File: src/rtl/branch_unit.sv
// Branch/jump resolution unit: an 8x8 register file feeds a combinational
// target selector whose result is registered into PC and taken.
module branch_unit (
    input  logic        clk,
    input  logic        rst_n,
    input  logic [15:0] data,
    input  logic [7:0]  NPC,
    input  logic        we,
    input  logic [2:0]  wa,
    input  logic [7:0]  wd,
    output logic [7:0]  PC,
    output logic        taken
);

    localparam logic [4:0] OP_BEQZ  = 5'b10011;
    localparam logic [4:0] OP_BNEZ  = 5'b10100;
    localparam logic [4:0] OP_BEQZR = 5'b10101;
    localparam logic [4:0] OP_BNEZR = 5'b10110;
    localparam logic [4:0] OP_JMP   = 5'b10111;
    localparam logic [4:0] OP_JR    = 5'b11000;

    logic [7:0] regs_r [8];
    logic [7:0] pc_r;
    logic       taken_r;

    logic [4:0] opcode_s;
    logic [7:0] r1_val_s;
    logic [7:0] r2_val_s;
    logic [7:0] m_s;
    logic       r1_zero_s;
    logic [7:0] target_s;
    logic       take_s;

    // Full 8-bit zero test, unsigned.
    function automatic logic is_zero(input logic [7:0] v);
        return (v == 8'h00);
    endfunction

    // Register file: cleared asynchronously, written on the clock edge.
    always_ff @(posedge clk or negedge rst_n) begin
        if (!rst_n) begin
            for (int i = 0; i < 8; i++) begin
                regs_r[i] <= 8'h00;
            end
        end else if (we) begin
            regs_r[wa] <= wd;
        end
    end

    // Target selection from pre-edge register contents.
    always_comb begin
        opcode_s  = data[15:11];
        r1_val_s  = regs_r[data[10:8]];
        r2_val_s  = regs_r[data[2:0]];
        m_s       = data[7:0];
        r1_zero_s = is_zero(r1_val_s);
        target_s  = NPC;
        take_s    = 1'b0;
        case (opcode_s)
            OP_BEQZ: begin
                if (r1_zero_s) begin
                    target_s = m_s;
                    take_s   = 1'b1;
                end else begin
                    target_s = NPC;
                    take_s   = 1'b0;
                end
            end
            OP_BNEZ: begin
                if (!r1_zero_s) begin
                    target_s = m_s;
                    take_s   = 1'b1;
                end else begin
                    target_s = NPC;
                    take_s   = 1'b0;
                end
            end
            OP_BEQZR: begin
                if (r1_zero_s) begin
                    target_s = r2_val_s;
                    take_s   = 1'b1;
                end else begin
                    target_s = NPC;
                    take_s   = 1'b0;
                end
            end
            OP_BNEZR: begin
                if (!r1_zero_s) begin
                    target_s = r2_val_s;
                    take_s   = 1'b1;
                end else begin
                    target_s = NPC;
                    take_s   = 1'b0;
                end
            end
            OP_JMP: begin
                target_s = m_s;
                take_s   = 1'b1;
            end
            OP_JR: begin
                target_s = r2_val_s;
                take_s   = 1'b1;
            end
            default: begin
                target_s = NPC;
                take_s   = 1'b0;
            end
        endcase
    end

    // PC and taken register.
    always_ff @(posedge clk or negedge rst_n) begin
        if (!rst_n) begin
            pc_r    <= 8'h00;
            taken_r <= 1'b0;
        end else begin
            pc_r    <= target_s;
            taken_r <= take_s;
        end
    end

    assign PC    = pc_r;
    assign taken = taken_r;

endmodule

File: config.mk
export PLATFORM = sky130hd
export DESIGN_NAME = branch_unit
export DESIGN_NICKNAME = d
export VERILOG_FILES = /design/src/rtl/branch_unit.sv
export SDC_FILE = /design/constraint.sdc
export NUM_CORES = 1
export LEC_CHECK = 0
export ABC_AREA = 1
export CORE_MARGIN = 8
export CORE_UTILIZATION = 35
export CTS_BUF_LIST = sky130_fd_sc_hd__clkbuf_8
export DETAILED_ROUTE_END_ITERATION = 6
export SLEW_MARGIN = 10
export SYNTH_ARGS = -nofsm -noshare
export SYNTH_HDL_FRONTEND = slang
export SYNTH_SLANG_ARGS = --single-unit
File: constraint.sdc
create_clock -name clk -period 1.9 [get_ports clk]
set_input_delay 0.38 -clock clk [delete_from_list [all_inputs] [get_ports clk]]
set_output_delay 0.38 -clock clk [all_outputs]
set_load 0.005 [all_outputs]
=== Yosys cells after proc, flatten, opt, wreduce, memory -nomap -nowiden ===
Index checks and enable logic that the tools add are counted.

* Add/subtract/negate cells: 0
* Mux-type cells: 17
* Shift-type cells: 0
* Div/mod/pow operators: 0
* Bitwise logic cells: 3
* Multiply operators: 0
* Reductions and logical operators: 5
* Eq/ne operators: 6
* $lt $le $gt $ge: 4

{| class="wikitable"
|+ Operator list
! kind !! count
|-
| 8-bit two-way mux || 9
|-
| 64-bit bitwise mux || 1
|-
| 8-bit binary-select mux with 3-bit select || 2
|-
| 8-bit case mux with 6 select lines || 1
|-
| 5-bit == test (second input constant) || 6
|-
| 8-bit demux with 3-bit select || 1
|-
| 4-bit >= comparator (second input constant) || 3
|-
| 3-bit NOT with 4-bit output || 3
|-
| 8-bit logical NOT || 1
|-
| 2-bit OR reduction || 3
|-
| 4-bit by 1-bit less-than comparator with 1-bit output (second input constant) || 1
|-
| 1-bit case mux with 3 select lines || 1
|-
| 1-bit two-way mux || 2
|-
| 1-bit logical AND || 1
|}

* Memory bits (writable): 0
* Input bits: 38
* Bits in read-only memories: 0
* Output and inout bits: 9
* Word-level logic and storage cells: 45
* Latch bits: 0
* Memories kept: 0
* Register bits: 73

=== Longest topological paths before layout ===
Gate-level depths: netlist (run 1).

* Depth after elaboration: 7
* Mapped depth: 15
* Mapped depth without buffers: 15

=== Least setup slack after synthesis (run 1) ===
Ideal clock, no wire load.

* Path type: in2reg
* Start: input data[0]
* End: register pc_r[3], in the netlist PC[3]
* Path buffers: 3
* Data required time: 1.781 ns
* Arrival time: 1.424 ns
* Setup time: 0.119 ns
* Setup slack: 0.358 ns
* Cell stages on the path: 12
* Cell sequence: buf_4 -> buf_6 -> buf_4 -> o21ai_1 -> o21ai_0 -> nand2_1 -> nand2_1 -> nand2_1 -> nand2_1 -> nand3b_1 -> nor2_1 -> nand2_1

* Word-level cells in the longest chain between the ends: 6
* Elaborated cells on any way between the ends: 7
* Those cells by class: mux: 6; bitwise: 1

{| class="wikitable"
|+ Ends and longest elaborated chain
! element !! line !! RTL
|-
| start, declared || 6 || <nowiki>input logic [15:0] data,</nowiki>
|-
| 3-bit NOT with 4-bit output (not written as such) * || 54 || <nowiki>r2_val_s = regs_r[data[2:0]];</nowiki>
|-
| 8-bit binary-select mux with 3-bit select * || 54 ||
|-
| 8-bit two-way mux (not written as such) * (2 in series) || 54 ||
|-
| 8-bit two-way mux (on tied branches) || 88, 79 ||
|-
| 8-bit case mux with 6 select lines * || 59 || <nowiki>case (opcode_s)</nowiki>
|-
| via target_s[3] || 31 || <nowiki>logic [7:0] target_s;</nowiki>
|-
| end signal, assigned || 117 || <nowiki>pc_r <= target_s;</nowiki>
|-
| end, declared || 23 || <nowiki>logic [7:0] pc_r;</nowiki>
|}

Mark *: on every way through the listed nets, which the timed path passes. The rest lies on a longest branch. The select of a mux whose other input is x is not followed.
A chain may end at the register's enable or synchronous reset.

=== Worst setup path after layout (run 1) ===
* Start: input data[15]
* End: register pc_r[7], in the netlist PC[7]

* Word-level cells in the longest chain between the ends: 2
* Elaborated cells on any way between the ends: 7
* Those cells by class: eq/ne: 6; mux: 1

{| class="wikitable"
|+ Ends and longest elaborated chain
! element !! line
|-
| 5-bit == test || 59
|-
| 8-bit case mux with 6 select lines * || 59
|-
| via target_s[7] || 31
|}

Mark *: on every way through the listed nets, which the timed path passes. The rest lies on a longest branch.

==> results of run 1 <==
==> layout make-up <==
| cell class | instances | area, sq um |
|---|---|---|
| Tap cell | 143 | 179 |
| Clock buffer | 11 | 151 |
| Timing Repair Buffer | 89 | 817 |
| Clock inverter | 5 | 62.6 |
| Inverter | 51 | 194 |
| Sequential cell | 73 | 1830 |
| Multi-Input combinational cell | 397 | 1860 |
| Fill cell | 1158 | 6130 |
==> logic make-up after synthesis <==
group / count (synthesis)
compound gates: 116
buf+inv: 70
flops: 73
simple gates: 281
==> worst min-delay path by stage <==
stage                 endpoint  startpoint
floorplan                PC[0]       rst_n
global placement    regs_r[28]       rst_n
detailed placement  regs_r[28]       rst_n
CTS                 regs_r[28]       rst_n
global route        regs_r[28]       rst_n
finish              regs_r[29]       rst_n
==> registers in the layout (all words and copies together), names as in the netlist <==
| name | flops |
|---|---|
| regs_r | 64 |
| taken | 1 |
| PC | 8 |
==> power by group <==
group	internal [mW]	switching [mW]	leakage (nW)	total, mW
logic	0.446	0.542	1.47	0.988
registers	1.84	0.221	0.909	2.06
clock network	0.685	0.617	0.102	1.30
==> through the flow <==
step	hold slack (ps)	setup WS (ps)	utilization [%]	cell area [sq um]	total power [mW]
after floorplan	84.4	358	-	3970	2.60
after global placement	298	-353	43.2	4850	3.04
after detailed placement	300	-416	43.2	4850	3.06
after CTS	452	93.5	45.2	5070	4.37
after global routing	471	14.0	45.4	5090	4.63
final	446	166	45.4	5090	4.35
==> placed cells by master, fill, tap and decap left out, types with 11 or more instances in the layout <==
cell type,n
buf_4,39
o21ai_0,87
inv_1,47
nand2_1,153
clkbuf_8,11
clkdlybuf4s50_1,43
nand3_1,37
nor2_1,61
dfrtp_1,73
==> cell usage after synthesis (all sizes together) <==
cell / instances / share of area [%]
nand2: 156 / 15
o21ai: 89 / 12
dfrtp: 73 / 46
nor2: 64 / 6.3
inv: 51 / 4.8
nand3: 43 / 6.6
buf: 10 / 1.7
clkbuf: 9 / 0.85
nor3: 9 / 1.1
a21oi: 7 / 0.88
o211ai: 7 / 1.3
o22ai: 6 / 0.95
a31oi: 4 / 0.63
nand4: 4 / 0.63
a21boi: 3 / 0.57
nand3b: 2 / 0.38
or2: 2 / 0.32
and2: 1 / 0.16
==> metal layers <==
layer  track usage [%]  up-vias  part of all wire (%)
li1                  -     1920                     -
met1              22.5     1810                    48
met2              25.3      129                    44
met3              3.50       25                   5.7
met4              6.09        2                   2.3
met5                 0        -                  0.14
==> repair_timing <==
item,in CTS,in global routing
endpoints found under the hold margin,22,0
resized for setup,1,9
hold buffers,1,0
endpoints found under the setup margin,5,7
==> metrics.cfg, run 1 <==
[status]
status=complete, no violations

[cts]
clockBufferDepth=2
clk_latency_ps=360
htree_num_levels=3
cts_setup_buffers=0
clk_pin_slew_ps=80
cts_tree=done
clockRootBuffer=clkbuf_8
clock_sinks=73
cts_buffers=9

[timing]
period_share_pct=91.3
drv_slew=0
worst_pin_slew_ps=487
max_freq_ghz=0.577
tns_ps=0
finalHoldViolCount=0
period_minus_slack_ps=1730
relSlewSlack_pct=67.5
rsz0062_at_grt=no
fin_worst_skew_ps=8.02
setup_viol=0

[synthesis]
synthMuxAreaShare_pct=0
synth_top_family_by_area=simple AND/OR/NAND/NOR gates
ys_seq_area_share_pct=46.0
synth_compound_area_share_pct=15.9
avgSynthCellArea_sq_um=7.35
ys_types=29
ys_warn_count=0
synth_xor_area_share_pct=0
ys_ff_latch=73
synth_fa_ha_area_share_pct=0
syn_nets=578
synthesis.area_sq_mm=0.00397
synth-simple-area-share_pct=30.8
syn_inst=540

[floorplan]
die_height_microns=122
initial_utilization_pct=35.4
std_cell_rows=39
dieArea_sq_mm=0.0150
io_pins=47
design.core.area_sq_mm=0.0112
die_w_microns=122

[grt]
grt_overflow=0
antenna_found_initial=1
groute.usage.overall_pct=16.5
grt_pass1_wl_microns=19500
grt_pass1_vias=3750
grt_max_degree=52

[worst_setup_path]
cp_top_family=simple AND/OR/NAND/NOR gates
cp.arrival_ps=1980
rr_worst_depth=10
crit_top_cell=nand2_1
worstReg2RegStart=regs_r[4]
worstPathMaxFanout=3
crit_end=PC[7]
regToRegEndpoint=PC[0]
crit_path_start=data[15]
cp-end-kind=flip-flop
path_class=in2reg
r2r_setup_slack_ps=190
critical_path.slowest_cell=clkdlybuf4s50_1
cp_cell_sequence=clkdlybuf4s50_1 > inv_1 > nor2_2 > nand2_1 > inv_2 > nand3_1 > nand2_1 > inv_1 > nand3_2 > o21ai_0 > a21oi_1 > nand2_1 > nor2_1 > nor2_1
crit_cells=14
slowest_delay_ps=480
cp.required_ps=2150
start_kind=input port
worst-path-buf-inv=4

[power]
p_leak_nw=2.48
peakVddDrop_uv=316
cellPowerDensity_mw_per_mm2=854

[run]
cap_violations=0

[detailed_routing]
routed_wl_microns=11600
drc=0
drt-initial-drc-count=309
ant_nets=0
vias=3886
via_per_inst=5.05
routedWlPerCell_microns=15.1
drt_pass1_iterations=5

[cells_and_area]
layout.cells.non_filler=769
n_antenna_cell=0
area_delta_synth_final_pct=28.3
layout-drive-gt1-share_pct=12.5
nets=659

[placed_design]
dp.cells=752
dpl.hpwl_microns=8900
io_buffers=46
gp_congestion=0.947

[worst_hold_path]
hold_path_class=in2async

Power figures use the tool's default switching activity.
==> inputs of run 2 (changes only) <==
--- a/config.mk
+++ b/config.mk
@@ -6,6 +6,7 @@
 export NUM_CORES = 1
 export LEC_CHECK = 0
 export ABC_AREA = 1
+export CORE_ASPECT_RATIO = 0.6
 export CORE_MARGIN = 8
 export CORE_UTILIZATION = 35
 export CTS_BUF_LIST = sky130_fd_sc_hd__clkbuf_8
==> constraint.sdc (replaced) <==
create_clock -name clk -period 2.2 [get_ports clk]
set_input_delay 0.44 -clock clk [delete_from_list [all_inputs] [get_ports clk]]
set_output_delay 0.44 -clock clk [all_outputs]
set_load 0.005 [all_outputs]
==> metrics.cfg, run 2 (synthesis results as in run 1) <==
[timing]
holdWs_ps=75.1  ; -371 ps
worst_pin_slew_ps=517  ; +30.3 ps
relSlewSlack_pct=65.4  ; -2.0 points
fin_worst_skew_ps=7.23  ; -0.793 ps
setup_viol=0  ; unchanged
period_minus_slack_ps=1980
finalHoldViolCount=0  ; unchanged
period_share_pct=89.9
max_freq_ghz=0.505
drv_slew=0  ; unchanged
rsz0062_at_grt=no
finalWorstSetupSlack_ps=221  ; +55.4 ps

[detailed_routing]
routed_wl_microns=12500  ; +7.1%
routedWlPerCell_microns=16.5  ; +9.1%
vias=3832  ; -1.4%
drc=0  ; unchanged
ant_nets=0  ; unchanged
via_per_inst=5.08  ; +0.44%
drt_pass1_iterations=5  ; unchanged
drt-initial-drc-count=419  ; +36%

[cts]
cts_setup_buffers=0  ; unchanged
clk_pin_slew_ps=70  ; about the same
clockRootBuffer=clkbuf_8
clockBufferDepth=2  ; unchanged
clock_sinks=73  ; unchanged
cts_tree=done
htree_num_levels=3  ; unchanged
clk_latency_ps=360  ; about the same
cts_buffers=9  ; unchanged

[cells_and_area]
area_delta_synth_final_pct=26.3
largest_reg_flops=64  ; unchanged
fin_util_pct=44.8  ; -0.59 points
regMostFlops=regs_r
layout-drive-gt1-share_pct=9.66  ; -2.8 points
n_antenna_cell=0  ; unchanged
design_area_sq_mm=0.00501  ; -1.6%
nets=644  ; -2.3%
layout_common_cells=153 x nand2_1, 87 x o21ai_0, 73 x dfrtp_1, 62 x nor2_1, 49 x inv_1
final_common_cell=nand2_1

[worst_setup_path]
worstPathMaxFanout=11  ; +8
crit_top_cell=nand2_1
cp.arrival_ps=2230  ; +250 ps
crit_cells=15  ; +1
cp_top_family=simple AND/OR/NAND/NOR gates
path_class=in2reg
cp.required_ps=2450  ; +300 ps
slowest_delay_ps=580  ; +100 ps
cp_cell_sequence=clkdlybuf4s50_1 > inv_2 > nand2_1 > nand2_1 > nand2_1 > nand3_1 > and2_1 > nand2_1 > nand2_1 > inv_1 > nand2_1 > nor2_1 > nand3_1 > nand2_1 > inv_1
rr_worst_depth=10  ; unchanged
critical_path.slowest_cell=clkdlybuf4s50_1
start_kind=input port
cp-end-kind=flip-flop
worst-path-buf-inv=4  ; unchanged

[power]
clockPowerShare_pct=34.8  ; +4.9 points
pwr-share-seq_pct=44.0  ; -3.3 points
p_leak_nw=2.43  ; -1.8%
finalPower_mw=4.05  ; -7.0%
pwr-share-comb_pct=21.2  ; -1.5 points
p_int_mw=2.82  ; -4.9%
p_switching_mw=1.22  ; -11%
cellPowerDensity_mw_per_mm2=808  ; -5.4%
peakVddDrop_uv=347  ; +9.5%
swShare_pct=30.2  ; -1.5 points

[floorplan]
initial_utilization_pct=35.5  ; +0.12 points
io_pins=47  ; unchanged
dieArea_sq_mm=0.0151  ; +0.75%
std_cell_rows=30  ; -23%
die_height_microns=98.5  ; -20%
die_w_microns=153  ; +25%
design.core.area_sq_mm=0.0112  ; -0.34%

[status]
status=complete, no violations

[grt]
grt_pass1_vias=3705  ; -1.2%
grt_overflow=0  ; unchanged
grt_max_degree=74  ; +42%
groute.usage.overall_pct=17.3  ; +0.74 points
grt_pass1_wl_microns=20500  ; +5.1%
antenna_found_initial=0  ; -1

[placed_design]
placed_cell_area_sq_mm=0.00474  ; -2.2%
dpl.hpwl_microns=9440  ; +6.1%
io_buffers=46  ; unchanged
post-place-ws_ps=-191  ; +225 ps
gp_congestion=0.869  ; -8.2%

[worst_hold_path]
hold_path_class=in2async

[run]
cap_violations=0  ; unchanged

run 2: cell types whose count changed in the layout (fill, tap and decap cells not counted), sizes merged:
cell	change
clkdlybuf4s50	+1
dlygate4sd2	-1
dlygate4sd3	-1
clkinvlp	-2
buf	-14
inv	+1
clkbuf	-2
bufinv	+3
run 2: per-layer routing:
layer  vias up  wire, microns  track usage, %  part of all wire [%]
met1      1804           6560            27.1                    53
met2       125           4780            22.2                    38
li1       1894              -               -                     -
met4         0            108            4.12                  0.87
met5         -              0               0                     0
met3         9           1020            4.81                   8.2
run 2: power by group through the flow:
stage | clock (mW) | combinational [mW] | sequential [mW]
floorplan | 0 | 0.504 | 1.74
global placement | 0 | 0.834 | 1.79
detailed placement | 0 | 0.853 | 1.80
CTS | 1.43 | 0.854 | 1.77
global route | 1.49 | 0.976 | 1.81
finish | 1.41 | 0.857 | 1.78
run 2: metrics by stage:
step | cells | setup TNS, ps
detailed placement | 739 | -1390
global placement | 739 | -1170
finish | 755 | 0
floorplan | 540 | 0
CTS | 755 | 0
global route | 755 | 0
run 2: worst paths after layout:
check                           slack [ps]         end       start
worst max-delay path                   220       PC[0]     data[0]
worst min-delay path                    80       PC[0]       rst_n
worst max register to register         340       PC[0]  regs_r[12]
worst min register to register         490  regs_r[51]  regs_r[51]
max in group asynchronous             1770       PC[3]       rst_n
min in group clk                       490  regs_r[51]  regs_r[51]
run 2: area by class of cell:
| cell class | instances | area, sq um |
|---|---|---|
| inverter | 51 | 191 |
| sequential | 73 | 1830 |
| clock inverter | 7 | 141 |
| timing repair buffer | 74 | 697 |
| clock buffer | 9 | 124 |
| fill | 1128 | 6170 |
| tap | 144 | 180 |
| multi-input combinational | 397 | 1850 |
run 2: timing repair:
item                                    4_1_cts  5_1_grt
hold buffers                                  0        0
resized for setup                             0        2
endpoints found under the setup margin        0        3
